===== src/rtl/accu_pkg.sv =====
// Shared opcode, ALU function and FSM definitions for the accumulator sequencer.
package accu_pkg;

  localparam int unsigned INSTR_W = 8;
  localparam int unsigned OP_W    = 4;
  localparam int unsigned F_W     = 3;

  localparam logic [OP_W-1:0] OP_NOP  = 4'h0;
  localparam logic [OP_W-1:0] OP_LIT  = 4'h1;
  localparam logic [OP_W-1:0] OP_ADD  = 4'h2;
  localparam logic [OP_W-1:0] OP_SUB  = 4'h3;
  localparam logic [OP_W-1:0] OP_NAND = 4'h4;
  localparam logic [OP_W-1:0] OP_CMP  = 4'h5;
  localparam logic [OP_W-1:0] OP_OUT  = 4'h6;
  localparam logic [OP_W-1:0] OP_JC   = 4'h7;
  localparam logic [OP_W-1:0] OP_JZ   = 4'h8;
  localparam logic [OP_W-1:0] OP_JNC  = 4'h9;
  localparam logic [OP_W-1:0] OP_JNZ  = 4'hA;
  localparam logic [OP_W-1:0] OP_JMP  = 4'hB;
  localparam logic [OP_W-1:0] OP_HALT = 4'hF;

  localparam logic [F_W-1:0] F_PASS_A = 3'b000;
  localparam logic [F_W-1:0] F_SUB    = 3'b001;
  localparam logic [F_W-1:0] F_PASS_B = 3'b010;
  localparam logic [F_W-1:0] F_ADD    = 3'b011;
  localparam logic [F_W-1:0] F_NAND   = 3'b100;

  typedef enum logic [2:0] {
    S_IDLE,
    S_FETCH,
    S_EXEC,
    S_JADDR,
    S_HALT
  } state_t;

  function automatic logic is_jump_op(input logic [OP_W-1:0] op);
    return (op >= OP_JC) && (op <= OP_JMP);
  endfunction

  // Branch condition against the flags latched by the last ALU/compare op.
  function automatic logic jump_taken(input logic [OP_W-1:0] op, input logic c, input logic z);
    case (op)
      OP_JC:   return c;
      OP_JZ:   return z;
      OP_JNC:  return !c;
      OP_JNZ:  return !z;
      OP_JMP:  return 1'b1;
      default: return 1'b0;
    endcase
  endfunction

endpackage


===== src/rtl/accu_sequencer_if.sv =====
// Program ROM and datapath control bundle between the sequencer and its environment.
interface accu_sequencer_if
  import accu_pkg::*;
#(
  parameter int unsigned ADDR_W = 8
);
  logic               run;
  logic [INSTR_W-1:0] prog_data;
  logic [ADDR_W-1:0]  pc;
  logic [3:0]         operand;
  logic [F_W-1:0]     F;
  logic               enBuff1;
  logic               enBuff2;
  logic               enAccu;
  logic               C_in;
  logic               Z_in;
  logic               c_flag;
  logic               z_flag;
  logic               out_strobe;
  logic               halted;

  modport master (
    input  run, prog_data, C_in, Z_in,
    output pc, operand, F, enBuff1, enBuff2, enAccu, c_flag, z_flag, out_strobe, halted
  );

  modport slave (
    output run, prog_data, C_in, Z_in,
    input  pc, operand, F, enBuff1, enBuff2, enAccu, c_flag, z_flag, out_strobe, halted
  );
endinterface


===== src/rtl/accu_decoder.sv =====
// Combinational instruction decode: IR + state to datapath controls.
module accu_decoder
  import accu_pkg::*;
(
  input  state_t             state,
  input  logic [INSTR_W-1:0] ir,
  output logic               enBuff1,
  output logic               enBuff2,
  output logic               enAccu,
  output logic [F_W-1:0]     F,
  output logic [3:0]         operand,
  output logic               out_strobe,
  output logic               flag_we,
  output logic               is_jump
);

  logic [OP_W-1:0] op;
  assign op = ir[7:4];

  // Datapath is only driven during EXEC; everything else idles at zero.
  always_comb begin
    enBuff1    = 1'b0;
    enBuff2    = 1'b0;
    enAccu     = 1'b0;
    F          = F_PASS_A;
    operand    = 4'h0;
    out_strobe = 1'b0;
    flag_we    = 1'b0;
    is_jump    = is_jump_op(op);
    if (state == S_EXEC) begin
      case (op)
        OP_LIT: begin
          enBuff1 = 1'b1;
          enAccu  = 1'b1;
          F       = F_PASS_B;
          operand = ir[3:0];
        end
        OP_ADD, OP_SUB, OP_NAND: begin
          enBuff1 = 1'b1;
          enAccu  = 1'b1;
          operand = ir[3:0];
          flag_we = 1'b1;
          F       = (op == OP_ADD) ? F_ADD : ((op == OP_SUB) ? F_SUB : F_NAND);
        end
        OP_CMP: begin
          enBuff1 = 1'b1;
          F       = F_SUB;
          operand = ir[3:0];
          flag_we = 1'b1;
        end
        OP_OUT: begin
          F          = F_PASS_A;
          enBuff2    = 1'b1;
          out_strobe = 1'b1;
        end
        OP_NOP:  ;
        default: ;
      endcase
    end
  end

endmodule


===== src/rtl/accu_sequencer.sv =====
// Fetch/execute control unit for the 4-bit accumulator datapath.
module accu_sequencer
  import accu_pkg::*;
#(
  parameter int unsigned ADDR_W = 8
) (
  input logic               clk,
  input logic               reset,
  accu_sequencer_if.master  bus
);

  state_t              state, state_next;
  logic [ADDR_W-1:0]   pc, pc_next;
  logic [INSTR_W-1:0]  ir, ir_next;
  logic                c_flag, c_next;
  logic                z_flag, z_next;
  logic                flag_we;
  logic                is_jump;
  logic                taken;

  always_ff @(posedge clk or negedge reset) begin
    if (!reset) begin
      state  <= S_IDLE;
      pc     <= '0;
      ir     <= '0;
      c_flag <= 1'b0;
      z_flag <= 1'b0;
    end else begin
      state  <= state_next;
      pc     <= pc_next;
      ir     <= ir_next;
      c_flag <= c_next;
      z_flag <= z_next;
    end
  end

  always_comb begin
    state_next = state;
    pc_next    = pc;
    ir_next    = ir;
    c_next     = c_flag;
    z_next     = z_flag;
    taken      = 1'b0;
    case (state)
      S_IDLE: begin
        if (bus.run) state_next = S_FETCH;
      end
      S_FETCH: begin
        ir_next = bus.prog_data;
        pc_next = pc + ADDR_W'(1);
        if (is_jump_op(bus.prog_data[7:4]))        state_next = S_JADDR;
        else if (bus.prog_data[7:4] == OP_HALT)    state_next = S_HALT;
        else                                       state_next = S_EXEC;
      end
      S_EXEC: begin
        if (flag_we) begin
          c_next = bus.C_in;
          z_next = bus.Z_in;
        end
        state_next = S_FETCH;
      end
      // Second byte of a jump is on prog_data; pc already points at it.
      S_JADDR: begin
        taken      = is_jump && jump_taken(ir[7:4], c_flag, z_flag);
        pc_next    = taken ? ADDR_W'(bus.prog_data) : pc + ADDR_W'(1);
        state_next = S_FETCH;
      end
      S_HALT:  ;
      default: state_next = S_IDLE;
    endcase
  end

  accu_decoder u_decoder (
    .state      (state),
    .ir         (ir),
    .enBuff1    (bus.enBuff1),
    .enBuff2    (bus.enBuff2),
    .enAccu     (bus.enAccu),
    .F          (bus.F),
    .operand    (bus.operand),
    .out_strobe (bus.out_strobe),
    .flag_we    (flag_we),
    .is_jump    (is_jump)
  );

  assign bus.pc     = pc;
  assign bus.c_flag = c_flag;
  assign bus.z_flag = z_flag;
  assign bus.halted = (state == S_HALT);

endmodule

===== src/flat_wrapper.sv =====
// flat-port wrapper written by rule: the top's interface ports become plain ports
module accu_sequencer_flat import accu_pkg::*;
#(
  parameter int unsigned ADDR_W = 8
)
  (clk, reset, bus_run, bus_prog_data, bus_C_in, bus_Z_in, bus_pc, bus_operand, bus_F, bus_enBuff1, bus_enBuff2, bus_enAccu, bus_c_flag, bus_z_flag, bus_out_strobe, bus_halted);
  accu_sequencer_if #(.ADDR_W(ADDR_W)) bus_i ();
  input logic clk;
  input logic reset;
  input wire logic [$bits(bus_i.run)-1:0] bus_run;
  input wire logic [$bits(bus_i.prog_data)-1:0] bus_prog_data;
  input wire logic [$bits(bus_i.C_in)-1:0] bus_C_in;
  input wire logic [$bits(bus_i.Z_in)-1:0] bus_Z_in;
  output wire logic [$bits(bus_i.pc)-1:0] bus_pc;
  output wire logic [$bits(bus_i.operand)-1:0] bus_operand;
  output wire logic [$bits(bus_i.F)-1:0] bus_F;
  output wire logic [$bits(bus_i.enBuff1)-1:0] bus_enBuff1;
  output wire logic [$bits(bus_i.enBuff2)-1:0] bus_enBuff2;
  output wire logic [$bits(bus_i.enAccu)-1:0] bus_enAccu;
  output wire logic [$bits(bus_i.c_flag)-1:0] bus_c_flag;
  output wire logic [$bits(bus_i.z_flag)-1:0] bus_z_flag;
  output wire logic [$bits(bus_i.out_strobe)-1:0] bus_out_strobe;
  output wire logic [$bits(bus_i.halted)-1:0] bus_halted;
  assign bus_i.run = bus_run;
  assign bus_i.prog_data = bus_prog_data;
  assign bus_i.C_in = bus_C_in;
  assign bus_i.Z_in = bus_Z_in;
  assign bus_pc = bus_i.pc;
  assign bus_operand = bus_i.operand;
  assign bus_F = bus_i.F;
  assign bus_enBuff1 = bus_i.enBuff1;
  assign bus_enBuff2 = bus_i.enBuff2;
  assign bus_enAccu = bus_i.enAccu;
  assign bus_c_flag = bus_i.c_flag;
  assign bus_z_flag = bus_i.z_flag;
  assign bus_out_strobe = bus_i.out_strobe;
  assign bus_halted = bus_i.halted;
  accu_sequencer #(.ADDR_W(ADDR_W)) u_core (.clk(clk), .reset(reset), .bus(bus_i));
endmodule

===== config.mk =====
export PLATFORM = sky130hd
export DESIGN_NAME = accu_sequencer_flat
export DESIGN_NICKNAME = d
export VERILOG_FILES = /design/src/rtl/accu_pkg.sv /design/src/rtl/accu_sequencer_if.sv /design/src/rtl/accu_decoder.sv /design/src/rtl/accu_sequencer.sv /design/src/flat_wrapper.sv
export SDC_FILE = /design/constraint.sdc
export NUM_CORES = 1
export LEC_CHECK = 0
export CORE_AREA = 8 8 61 63
export DETAILED_ROUTE_END_ITERATION = 10
export DIE_AREA = 0 0 69 71
export GPL_ROUTABILITY_DRIVEN = 0
export GPL_TIMING_DRIVEN = 0
export PLACE_DENSITY_LB_ADDON = 0.15
export SYNTH_ARGS = -nofsm -noshare
export SYNTH_HDL_FRONTEND = slang
export SYNTH_SLANG_ARGS = --single-unit

===== constraint.sdc =====
create_clock -name clk -period 1.9 [get_ports clk]
set_clock_uncertainty 0.05 [all_clocks]
set_input_delay 0.38 -clock clk [delete_from_list [all_inputs] [get_ports clk]]
set_output_delay 0.38 -clock clk [all_outputs]
set_load 0.02 [all_outputs]

* Word level (Yosys, flattened, before mapping) *
Index checks and enable logic that the tools add are counted.

storage, ports and cells
  register bits = 21
  input port bits = 13
  output and inout port bits = 22

cells by class
  add/sub/neg operators = 1
  $lt $le $gt $ge = 4
  eq/ne operators = 17
  muxes and demuxes = 22
  bitwise gates (word level) = 1
  reduce and logical (&&, ||, !) cells = 14

operators by type and width
  cell                                                                                  count
  4-bit equality test (second input constant)                                           5
  3-bit 2-to-1 mux                                                                      6
  4-bit by 3-bit equality test with 1-bit output (second input constant)                4
  8-bit case mux with 2 select lines                                                    1
  3-bit case mux with 4 select lines                                                    1
  1-bit 2-to-1 mux                                                                      9
  3-bit case mux with 3 select lines                                                    1
  8-bit by 1-bit adder with 8-bit output (second input constant)                        1
  4-bit by 2-bit equality test with 1-bit output (second input constant)                2
  4-bit by 3-bit greater-or-equal comparator with 1-bit output (second input constant)  2
  4-bit <= comparator (second input constant)                                           2
  4-bit 2-to-1 mux                                                                      2
  8-bit 2-to-1 mux                                                                      1
  4-bit OR reduction                                                                    2
  3-bit by 2-bit equality test with 1-bit output (second input constant)                2
  1-bit case mux with 5 select lines                                                    1
  5-bit OR reduction                                                                    1
  4-bit by 1-bit equality test with 1-bit output (second input constant)                1
  2-bit AND reduction                                                                   2
  3-bit by 1-bit equality test with 1-bit output (second input constant)                1
  3-bit equality test (second input constant)                                           1
  1-bit logical AND                                                                     3
  3-bit logical NOT                                                                     1
  3-bit OR reduction                                                                    1
  other kinds (5)                                                                       6

* Longest topological paths before layout *
  word-level depth = 6
  depth in mapped cells = 6

* By module *
A second synthesis with hierarchy kept.

second synthesis, totals
  cells, all modules = 140
  area, all modules = 1,370.1 sq um

modules (own cells, without submodules)
  module          times used  cells an instance  area an instance (sq um)
  accu_sequencer  1           112                1,136.1
  accu_decoder    1           28                 234.0

* Worst setup path after synthesis *
OpenSTA, ideal clock, no wires.

  path kind = flip-flop to output port
  from = register u_core.ir[7]
  to = output bus_out_strobe
  data arrival time = 1,785 ps
  setup slack = -315 ps
  cell stages (with the launch flop) = 4
  buffers on the path = 1
  path through = dfrtp_1 -> or4b_1 -> nor3_1 -> buf_4

between the ends
  cells in the longest elaborated chain, start to end = 3

RTL lines
  item                                            line                  text
  start, declared                                 accu_sequencer.sv:14  logic [INSTR_W-1:0] ir, ir_next;
  start signal, assigned                          accu_sequencer.sv:31  ir <= ir_next;
  4-bit by 3-bit equality test with 1-bit output  --
  1-bit 2-to-1 mux (2 in series)                  --
  end, declared                                   flat_wrapper.sv:22    output wire logic [$bits(bus_i.out_strobe)-1:0] bus_out_strobe;

Every way passes these cells.

* Worst setup path in the final report *
  from = register u_core.state[2]
  to = output bus_operand[3]

between the ends
  cells in the longest elaborated chain, start to end = 2

RTL lines
  item                                            line                  text
  start, declared                                 accu_sequencer.sv:12  state_t state, state_next;
  start signal, assigned                          accu_sequencer.sv:29  state <= state_next;
  3-bit by 2-bit equality test with 1-bit output  accu_decoder.sv:30    if (state == S_EXEC) begin
  4-bit 2-to-1 mux                                accu_decoder.sv:30
  end, declared                                   flat_wrapper.sv:15    output wire logic [$bits(bus_i.operand)-1:0] bus_operand;

Every way passes these cells.

==> qor.log <==
INFO  floorplan      ios=35
INFO  layout         final-instance-count-excl-fill=211
INFO  clock_network  cts.path.max_buffers=2
INFO  layout         antennaDiodeCount=0
INFO  logic_synthesis synth.yosys.seq_area_share=0.405
INFO  routing        route.detailed.vias_per_inst=5.64
INFO  clock_network  path_clk_slew=0.13ns
INFO  worst_setup_path cp_data_required_time=1.47ns
INFO  timing         number_of_max_slew_violations_in_the_final_report=0
INFO  grt            global_route.overflow_total=0
INFO  clock_network  clock-sinks=21
INFO  grt            initial_antenna_violation_count=0
INFO  logic_synthesis ys_seq_elements=21
INFO  place          placement.setup.worst_slack=-0.504ns
INFO  logic_synthesis yosys_warning_total=0
INFO  logic_synthesis mappedNetlistNets=146
INFO  pwr            total_leakage_power=0.000750uW
INFO  timing         finalCritPeriodShare=1.18
INFO  worst_setup_path crit_path_max_fanout=5
INFO  layout         filler_cell_count=231
INFO  clock_network  cts_inserted_buffers=3
INFO  pwr            ir_drop=0.908mV
INFO  logic_synthesis synth.lib_cells_used.distinct=41
INFO  pwr            report.power.total=2950uW
INFO  layout         multi_input_area=761um2
INFO  worst_setup_path critPathSlowestCell=sky130_fd_sc_hd__dfrtp_1
INFO  worst_setup_path critical_path.endpoint_type=output pin
INFO  routing        first_drt_iteration_drcs=96
INFO  pwr            power-per-cell-area=1640mW/mm2
INFO  timing         final.min_clock_period=2.24ns
INFO  layout         final_net_count=193
INFO  timing         setup_repair_after_global_routing_missed_its_margin=true
INFO  place          post-place-cells=199
INFO  logic_synthesis syn_area_per_cell=9.82um2
INFO  layout         area.growth.synth_to_final=39.2%
INFO  clock_network  clk_latency=0.30ns
INFO  routing        drcViolationCount=0
INFO  worst_setup_path critPathArrivalTime=1.81ns
INFO  clock_network  root_buffer=sky130_fd_sc_hd__clkbuf_4
INFO  floorplan      die_height=71um
INFO  logic_synthesis synth.cell_area=0.00130mm2
INFO  worst_setup_path critPathLaunchType=flip-flop
INFO  layout         regArea=527um2
INFO  logic_synthesis synth_edf_count=0
INFO  layout         drive_above_1_share=0.343
INFO  timing         report.final.setup_viol=11
INFO  routing        drt_first_pass_iters=4
INFO  logic_synthesis synth_ff_type=sky130_fd_sc_hd__dfrtp_1
INFO  clock_network  hold_buffers=0
INFO  worst_hold_path hold_class=flip-flop to flip-flop
INFO  clock_network  tritoncts=yes
INFO  floorplan      placementRows=20
INFO  timing         hold_viol=0
INFO  status         failed_checks=negative setup slack
INFO  timing         slew-limit-headroom=0.333
INFO  floorplan      chipWidth=69um
INFO  worst_setup_path crit_chain=nor4b_4 > o31ai_2 > a21oi_2 > and2_2 > buf_4
INFO  place          port_buffers=34
INFO  grt            grt_pass1_vias=1,182
INFO  worst_setup_path timing_worst_setup_path_type=flip-flop to output pin
INFO  timing         timing.setup.tns=-2.83ns
INFO  routing        route.antenna.remaining_nets=0
INFO  place          post-dp-hpwl=2450um
INFO  timing         worst_slew_pin_slew=0.998ns
INFO  flow_run       cap_viol_max_count=0
INFO  routing        dr_vias=1,189
INFO  timing         fmax=447MHz
INFO  routing        routedWlPerCell=16.1um
INFO  grt            grt_start_max_net_pins=22
INFO  worst_setup_path crit_path_max_incr_delay=0.46ns
INFO  grt            first_pass_grt_wire_length=5650um
INFO  floorplan      design.die.area=0.00490mm2
INFO  clock_network  htreeDepth=1
INFO  routing        total_routed_wirelength=3390um
INFO  grt            globalRouteTotalUtil=0.135
INFO  logic_synthesis ys_async_sr_fraction=1.00
INFO  logic_synthesis postSynthCellCount=132
INFO  timing         final_critical_path_setup_slack=-0.337ns
INFO  floorplan      fp.coreArea=0.00285mm2
INFO  status         run_status=finished with violations
INFO  floorplan      start_util=0.454
-- per-stage QoR --
stage | area, um2 | hold slack [ns] | utilization
after global placement | 1690 | 0.431 | 0.594
final | 1800 | 0.467 | 0.632
after global routing | 1800 | 0.484 | 0.632
after floorplan | 1310 | 0.0344 | -
after CTS | 1780 | 0.469 | 0.625
after detailed placement | 1690 | 0.440 | 0.594
-- power breakdown --
group	leakage [uW]	switching [uW]	internal [uW]
Clock	0.0000177	142	78.3
Combinational	0.000491	956	894
Sequential	0.000241	223	659
-- final timing paths --
path	startpoint	to	slack [ns]	depth (start not counted)
min	u_core.ir[3]	u_core.ir[3]	0.47	1
max in group asynchronous	reset	u_core.state[0]	0.58	1
max reg2reg	u_core.state[2]	u_core.bus.c_flag	0.22	6
max	u_core.state[2]	bus_operand[3]	-0.34	5
min reg2reg	u_core.ir[3]	u_core.ir[3]	0.47	1
min in group asynchronous	reset	u_core.ir[3]	0.56	1
-- layout make-up --
cell class / count / share of cell area
flip-flops and latches: 21 / 0.292
clock inverters: 1 / 0.00277
clock buffers: 3 / 0.0125
inverters: 1 / 0.00208
well taps: 33 / 0.0229
multi-input cells: 101 / 0.422
repair buffers: 42 / 0.212
plain buffers: 9 / 0.0347
-- worst max-delay path: cells and delay by family, from the launching register on --
family / cells / cell delay, ns
buffers and inverters: 1 / 0.13
DFF: 1 / 0.46
AOI/OAI and AO/OA: 2 / 0.36
and+or+nand+nor: 2 / 0.55
-- kinds of logic after synthesis --
logic type | synth area share
DFF | 0.405
adders and majority gates | 0.00965
xor gates and xnor gates | 0.0203
AOI/OAI and AO/OA | 0.168
buffers and inverters | 0.0512
and+or+nand+nor | 0.250
muxes | 0.0956
-- registers in the layout, indices dropped and copies added, names as in the netlist --
signal / flops
u_core.bus.z_flag: 1
u_core.state: 3
u_core.bus.pc: 8
u_core.bus.c_flag: 1
u_core.ir: 8
-- layout by cell type, fill, tap and decap left out, types with 4 or more instances in the layout --
cell type / count
sky130_fd_sc_hd__buf_4: 17
sky130_fd_sc_hd__buf_6: 6
sky130_fd_sc_hd__clkdlybuf4s50_1: 21
sky130_fd_sc_hd__dfrtp_1: 20
sky130_fd_sc_hd__mux2_2: 11
sky130_fd_sc_hd__nand2_1: 14
sky130_fd_sc_hd__nand2b_1: 4
sky130_fd_sc_hd__nor2_1: 11
sky130_fd_sc_hd__o211ai_2: 5
sky130_fd_sc_hd__o22ai_1: 4
-- Yosys cell counts, types with 2 or more instances --
cell type | instances | area (um2)
sky130_fd_sc_hd__clkbuf_1 | 3 | 11.3
sky130_fd_sc_hd__o211ai_1 | 2 | 15.0
sky130_fd_sc_hd__nor4b_1 | 2 | 17.5
sky130_fd_sc_hd__nand3_1 | 3 | 15.0
sky130_fd_sc_hd__xor2_1 | 2 | 17.5
sky130_fd_sc_hd__nand2b_1 | 4 | 25.0
sky130_fd_sc_hd__nand4_1 | 3 | 18.8
sky130_fd_sc_hd__o21a_1 | 3 | 22.5
sky130_fd_sc_hd__buf_2 | 2 | 10.0
sky130_fd_sc_hd__nand3b_1 | 2 | 15.0
sky130_fd_sc_hd__o22ai_1 | 4 | 25.0
sky130_fd_sc_hd__mux2_2 | 11 | 124
sky130_fd_sc_hd__nand2_1 | 14 | 52.6
sky130_fd_sc_hd__nor2_1 | 11 | 41.3
sky130_fd_sc_hd__o211ai_2 | 5 | 62.6
sky130_fd_sc_hd__nor4_1 | 3 | 18.8
sky130_fd_sc_hd__nor3_1 | 5 | 25.0
sky130_fd_sc_hd__dfrtp_1 | 21 | 526
sky130_fd_sc_hd__and2_1 | 7 | 43.8
sky130_fd_sc_hd__o21bai_1 | 2 | 15.0
sky130_fd_sc_hd__buf_6 | 3 | 33.8
-- timing repair --
item,4_1_cts,5_1_grt
pin swaps,4,0
resized for setup,71,4
endpoints found under the setup margin,12,13
cloned,0,0
setup buffers,7,1
-- layer usage --
metal	GRT usage	share of wire	vias up	wire length [um]
met3	0.0322	0.061	4	207
met1	0.170	0.45	577	1530
met2	0.221	0.48	38	1630
li1	-	-	570	-
met4	0.0410	0.0080	0	27
met5	0	0	-	0
Power figures use the tool's default switching activity.
